**config.mk**
```make
export PLATFORM = sky130hd
export DESIGN_NAME = tri_line_rx
export DESIGN_NICKNAME = d
export VERILOG_FILES = /design/src/rtl/tri_line_pkg.sv /design/src/rtl/tri_line_sync.sv /design/src/rtl/tri_line_rx.sv
export SDC_FILE = /design/constraint.sdc
export NUM_CORES = 1
export LEC_CHECK = 0
export ABC_CLOCK_PERIOD_IN_PS = 2000
export CAP_MARGIN = 25
export CORE_UTILIZATION = 50
export DETAILED_ROUTE_END_ITERATION = 12
export PLACE_DENSITY = 0.72
export SLEW_MARGIN = 20
export SYNTH_ARGS = -nofsm -noshare
export SYNTH_HDL_FRONTEND = slang
export SYNTH_SLANG_ARGS = --single-unit
```
**constraint.sdc**
```tcl
create_clock -name clk -period 2 [get_ports clk]
set_clock_uncertainty 0.1 [all_clocks]
set_input_delay 0.2 -clock clk [delete_from_list [all_inputs] [get_ports clk]]
set_output_delay 0.2 -clock clk [all_outputs]
set_load 0.05 [all_outputs]
```
**src/rtl/tri_line_pkg.sv**
```systemverilog
`default_nettype none
// ============================================================================
// tri_line_pkg : state encoding and synchronizer depth for tri_line_rx
// Rev 1.0 : initial release
// ============================================================================
package tri_line_pkg;

  localparam int SYNC_DEPTH = 2;

  typedef logic [2:0] state_t;

  localparam state_t ST_IDLE   = 3'd0;
  localparam state_t ST_START  = 3'd1;
  localparam state_t ST_DATA   = 3'd2;
  localparam state_t ST_PARITY = 3'd3;
  localparam state_t ST_STOP   = 3'd4;

endpackage
`default_nettype wire

```
**src/rtl/tri_line_sync.sv**
```systemverilog
`default_nettype none
// ============================================================================
// tri_line_sync : multi-flop synchronizer, resets to the idle-high line level
// Rev 1.0 : initial release
// ============================================================================
module tri_line_sync
  import tri_line_pkg::*;
#(
  parameter int DEPTH = SYNC_DEPTH
) (
  input  logic clk,
  input  logic rst_n,
  input  logic d,
  output logic q
);

  logic [DEPTH-1:0] sync_q;
  logic [DEPTH-1:0] sync_d;

  always_comb begin
    sync_d = {sync_q[DEPTH-2:0], d};
  end

  always_ff @(posedge clk or negedge rst_n) begin
    if (!rst_n) begin
      sync_q <= '1;
    end else begin
      sync_q <= sync_d;
    end
  end

  assign q = sync_q[DEPTH-1];

endmodule
`default_nettype wire

```
**src/rtl/tri_line_rx.sv**
```systemverilog
`default_nettype none
// ============================================================================
// tri_line_rx : async serial receiver on a shared pulled-up line, with a
// valid/ready holding register. Optional even parity: TRI_LINE_PARITY_EN.
// Rev 1.0 : initial release
// ============================================================================
module tri_line_rx
  import tri_line_pkg::*;
#(
  parameter int DATA_W       = 8,
  parameter int CLKS_PER_BIT = 16
) (
  input  logic              clk,
  input  logic              rst_n,
  input  logic              line,
  output logic [DATA_W-1:0] rx_data,
  output logic              rx_valid,
  input  logic              rx_ready,
  output logic              frame_err,
`ifdef TRI_LINE_PARITY_EN
  output logic              parity_err,
`endif
  output logic              overrun,
  output logic              busy
);

  localparam int CW = $clog2(CLKS_PER_BIT);
  localparam int BW = $clog2(DATA_W);
  localparam int SW = $clog2(SYNC_DEPTH + 1);

  localparam logic [CW-1:0] CNT_HALF = CW'(CLKS_PER_BIT / 2 - 1);
  localparam logic [CW-1:0] CNT_LAST = CW'(CLKS_PER_BIT - 1);
  localparam logic [BW-1:0] BIT_LAST = BW'(DATA_W - 1);
  localparam logic [SW-1:0] SETTLED  = SW'(SYNC_DEPTH);

  logic              line_s;
  state_t            state_q,     state_d;
  logic [CW-1:0]     cnt_q,       cnt_d;
  logic [BW-1:0]     bit_q,       bit_d;
  logic [DATA_W-1:0] shift_q,     shift_d;
  logic [DATA_W-1:0] data_q,      data_d;
  logic              valid_q,     valid_d;
  logic              ferr_q,      ferr_d;
  logic              ovr_q,       ovr_d;
  logic [SW-1:0]     settle_q,    settle_d;
  logic              line_prev_q, line_prev_d;
  logic              word_done;
`ifdef TRI_LINE_PARITY_EN
  logic              par_q,       par_d;
  logic              perr_q,      perr_d;
`endif

  tri_line_sync #(
    .DEPTH (SYNC_DEPTH)
  ) u_sync (
    .clk   (clk),
    .rst_n (rst_n),
    .d     (line),
    .q     (line_s)
  );

  // The synchronizer comes out of reset holding 1s, not the real line level;
  // edge history is held low until real samples arrive so a line that was
  // already low at release cannot look like a fresh start edge.
  always_comb begin
    settle_d    = (settle_q == SETTLED) ? settle_q : settle_q + 1'b1;
    line_prev_d = (settle_q == SETTLED) ? line_s : 1'b0;
  end

  always_comb begin
    state_d   = state_q;
    cnt_d     = cnt_q + 1'b1;
    bit_d     = bit_q;
    shift_d   = shift_q;
    data_d    = data_q;
    valid_d   = valid_q;
    ferr_d    = 1'b0;
    ovr_d     = 1'b0;
    word_done = 1'b0;
`ifdef TRI_LINE_PARITY_EN
    par_d     = par_q;
    perr_d    = 1'b0;
`endif

    if (valid_q && rx_ready) begin
      valid_d = 1'b0;
    end

    case (state_q)
      ST_IDLE: begin
        cnt_d = '0;
        bit_d = '0;
        if (line_prev_q && !line_s) begin
          state_d = ST_START;
        end
      end
      ST_START: begin
        if (cnt_q == CNT_HALF) begin
          cnt_d   = '0;
          state_d = line_s ? ST_IDLE : ST_DATA;
        end
      end
      ST_DATA: begin
        if (cnt_q == CNT_LAST) begin
          cnt_d   = '0;
          shift_d = {line_s, shift_q[DATA_W-1:1]};
          bit_d   = bit_q + 1'b1;
          if (bit_q == BIT_LAST) begin
            bit_d = '0;
`ifdef TRI_LINE_PARITY_EN
            state_d = ST_PARITY;
`else
            state_d = ST_STOP;
`endif
          end
        end
      end
`ifdef TRI_LINE_PARITY_EN
      ST_PARITY: begin
        if (cnt_q == CNT_LAST) begin
          cnt_d   = '0;
          par_d   = line_s;
          state_d = ST_STOP;
        end
      end
`endif
      ST_STOP: begin
        if (cnt_q == CNT_LAST) begin
          cnt_d   = '0;
          state_d = ST_IDLE;
          ferr_d  = !line_s;
`ifdef TRI_LINE_PARITY_EN
          perr_d    = ^{shift_q, par_q};
          word_done = line_s && !perr_d;
`else
          word_done = line_s;
`endif
        end
      end
      default: begin
        state_d = ST_IDLE;
        cnt_d   = '0;
      end
    endcase

    // A completing word may take the slot being freed by this cycle's handshake.
    if (word_done) begin
      if (!valid_q || rx_ready) begin
        data_d  = shift_q;
        valid_d = 1'b1;
      end else begin
        ovr_d = 1'b1;
      end
    end
  end

  always_ff @(posedge clk or negedge rst_n) begin
    if (!rst_n) begin
      state_q     <= ST_IDLE;
      cnt_q       <= '0;
      bit_q       <= '0;
      shift_q     <= '0;
      data_q      <= '0;
      valid_q     <= 1'b0;
      ferr_q      <= 1'b0;
      ovr_q       <= 1'b0;
      settle_q    <= '0;
      line_prev_q <= 1'b0;
`ifdef TRI_LINE_PARITY_EN
      par_q       <= 1'b0;
      perr_q      <= 1'b0;
`endif
    end else begin
      state_q     <= state_d;
      cnt_q       <= cnt_d;
      bit_q       <= bit_d;
      shift_q     <= shift_d;
      data_q      <= data_d;
      valid_q     <= valid_d;
      ferr_q      <= ferr_d;
      ovr_q       <= ovr_d;
      settle_q    <= settle_d;
      line_prev_q <= line_prev_d;
`ifdef TRI_LINE_PARITY_EN
      par_q       <= par_d;
      perr_q      <= perr_d;
`endif
    end
  end

  assign rx_data   = data_q;
  assign rx_valid  = valid_q;
  assign frame_err = ferr_q;
  assign overrun   = ovr_q;
  assign busy      = (state_q != ST_IDLE);
`ifdef TRI_LINE_PARITY_EN
  assign parity_err = perr_q;
`endif

endmodule
`default_nettype wire
```
==> results of run 1 <==
-- through the flow --
stage	utilization (%)	total power [mW]	setup slack, ns	hold WS, ns	cell area (µm²)
5_1_grt	61.6	1.48	0.0358	0.178	1710
6_report	61.6	1.40	0.117	0.177	1710
4_1_cts	61.6	1.41	0.114	0.179	1710
3_3_place_gp	59.9	1.07	0.294	0.247	1670
2_1_floorplan	-	0.987	0.281	-0.196	1480
3_5_place_dp	59.9	1.08	0.263	0.252	1670
-- registers in the layout (all words and copies together) (netlist names) --
signal / flops
bit_q: 3
cnt_q: 4
frame_err: 1
line_prev_q: 1
overrun: 1
rx_data: 8
rx_valid: 1
settle_q: 2
shift_q: 8
state_q: 3
u_sync.sync_q: 2
-- final cells by class --
type / count / area [µm²] / area share, %
Tap cell: 31 / 38.8 / 2.26
Sequential cell: 34 / 853 / 49.8
Clock buffer: 5 / 37.5 / 2.19
Timing Repair Buffer: 18 / 183 / 10.7
Inverter: 2 / 12.5 / 0.730
Clock inverter: 2 / 10.0 / 0.584
Multi-Input combinational cell: 72 / 578 / 33.7
-- final timing paths --
path                                       startpoint  slack (ns)                          to
min in group clk                                 line        0.19  u_sync.sync_q[0]$_DFF_PN1_
min                                             rst_n        0.18        bit_q[0]$_DFFE_PN0P_
min reg2reg                u_sync.sync_q[0]$_DFF_PN1_        0.26  u_sync.sync_q[1]$_DFF_PN1_
max reg2reg                        cnt_q[0]$_DFF_PN0_        0.24      shift_q[6]$_DFFE_PN0P_
max                            state_q[0]$_DFFE_PN0P_        0.12                        busy
max in group asynchronous                       rst_n        1.28  u_sync.sync_q[0]$_DFF_PN1_
-- logic make-up (layout without fill, tap and decap cells) --
logic type / count (synthesis) / after routing / share of synthesized area, %
xor gates and xnor gates: 4 / 4 / 2.37
muxes: 17 / 17 / 12.8
buffers and inverters: 7 / 27 / 3.38
DFF: 34 / 34 / 57.6
and+or+nand+nor: 36 / 36 / 15.5
adders and majority gates: 4 / 4 / 3.38
AOI/OAI and AO/OA: 11 / 11 / 4.98
-- routing by layer --
metal  vias to the layer above  GRT usage, %  part of all wire (%)
met5                         -             0                     0
met4                         0          5.57                  0.82
met3                         2          4.15                   2.3
met2                        11          26.7                    49
met1                       451          21.3                    48
li1                        437             -                     -
-- cell usage after synthesis (2+ instances only) --
master	n	area, µm²
buf_2	3	15.0
buf_6	2	22.5
dfrtp_1	32	801
dfstp_2	2	52.6
ha_1	4	50.1
mux2_2	16	180
nand2_1	6	22.5
nand2b_1	2	12.5
nand3_1	5	25.0
nor2_1	5	18.8
nor2b_1	3	18.8
nor3_1	2	10.0
o21a_1	2	15.0
o21ai_0	4	20.0
xnor2_1	2	17.5
xor2_1	2	17.5
-- worst max-delay path: cells and delay by family, from the launching register on --
kind	cells	cell delay, ns
flip-flops	1	0.57
AND/OR/NAND/NOR	2	0.52
buffers and inverters	1	0.17
-- report_power, final --
part / switching, mW / internal, mW
Clock: 0.207 / 0.126
Sequential: 0.0770 / 0.736
Combinational: 0.128 / 0.122
Total: 0.411 / 0.984
==> flow_metrics.py, run 1 <==
metrics = {
    "sta": {
        "tns_ns": 0,
        "slew_headroom_pct": 66.6,
        "period_share_pct": 94.1,
        "rsz0062_at_grt": "false",
        "fin_crit_ns": 1.88,
        "setup_viol": 0,
        "worst_pin_slew_ns": 0.499,
        "final_hold_viol_count": 0,
        "fmaxAchievable_ghz": 0.531,
        "final_max_slew_viol_count": 0,
    },
    "floorplanning": {
        "num_rows": 19,
        "die_w_um": 56.4,
        "ios": 16,
        "initial_utilization_pct": 53.3,
        "dieArea_mm2": 0.00318,
        "core_mm2": 0.00278,
        "die_h_um": 56.4,
    },
    "route": {
        "first_pass_iters": 4,
        "viasPerCell": 5.49,
        "wl_per_cell_um": 14.1,
        "remaining_drc_errors": 0,
        "drt-initial-drc-count": 8,
        "routed_wl_um": 2320,
        "final_antenna_net_count": 0,
        "vias": 901,
    },
    "worst_setup_path": {
        "cpMaxStageDelayCell": "dfrtp_1",
        "critPathLaunchType": "flop",
        "end_kind": "primary output",
        "critPathMaxFanout": 14,
        "slowest_delay_ns": 0.57,
        "crit_required_ns": 1.70,
        "arrival_ns": 1.58,
        "cp_cell_sequence": "nor2_1, nand2_1, buf_12",
        "worstSetupPathType": "reg -> out",
        "worstRegToRegCells": 5,
    },
    "layout": {
        "final_common_cell": "dfrtp_1",
        "drive_above_1_share_pct": 26.3,
        "num-fill-cells": 230,
        "layout_common_cells": "dfrtp_1, mux2_2, clkdlybuf4s50_1",
        "syn_to_final_growth_pct": 15.6,
        "nets": 141,
        "stdcell_count": 164,
        "diodes": 0,
    },
    "run_status": {
        "status": "finished, final reports clean",
    },
    "clock_network": {
        "clk_path_buf_depth": 2,
        "hold_buffers": 0,
        "numCtsBuffers": 5,
        "post_cts_buffers": 0,
        "cts_num_sinks": 34,
        "cts_max_level": 2,
        "cts_root_buf": "clkbuf_4",
        "cts_tree": "yes",
        "clk_latency_ns": 0.31,
        "clk_pin_slew_ns": 0.10,
        "cts_resized": 0,
    },
    "global_routing": {
        "grt_usage_pct": 16.4,
        "grt_pass1_vias": 902,
        "grt_max_degree": 35,
        "grt_overflow": 0,
        "grt_pass1_wl_um": 4030,
        "grt_antenna_before_repair": 0,
    },
    "placed_design": {
        "dp_hpwl_um": 1640,
        "dp_cells": 157,
        "io_buffers": 15,
        "place_congestion": 0.736,
    },
    "pwr": {
        "ir_drop_uv": 660,
        "p_per_area_mw_per_mm2": 815,
        "leakage_nw": 0.802,
    },
    "synth": {
        "syn_area_per_cell_um2": 13.1,
        "yosysWarnings": 0,
        "synth_nets": 121,
        "synth-seq-cells": 34,
        "postSynthCellCount": 113,
        "yosysSeqAreaShare_pct": 57.6,
        "syn_area_mm2": 0.00148,
        "synthArstFlopShare_pct": 100,
        "synth_edf_count": 0,
        "synth-main-ff-cell": "dfrtp_1",
        "ys_types": 37,
    },
    "hold_path": {
        "hold_path.class": "in -> async",
    },
    "job": {
        "maxCapViolCount": 0,
    },
}
Note: power is estimated with default switching activity, not from simulation.
==> inputs of run 2 (changes only) <==
--- a/config.mk
+++ b/config.mk
@@ -6,7 +6,7 @@
 export NUM_CORES = 1
 export LEC_CHECK = 0
 export ABC_CLOCK_PERIOD_IN_PS = 2000
-export CAP_MARGIN = 25
+export CAP_MARGIN = 20
 export CORE_UTILIZATION = 50
 export DETAILED_ROUTE_END_ITERATION = 12
 export PLACE_DENSITY = 0.72
==> results of run 2 <==
The final DEF is identical to that of run 1; final timing and power are the same.
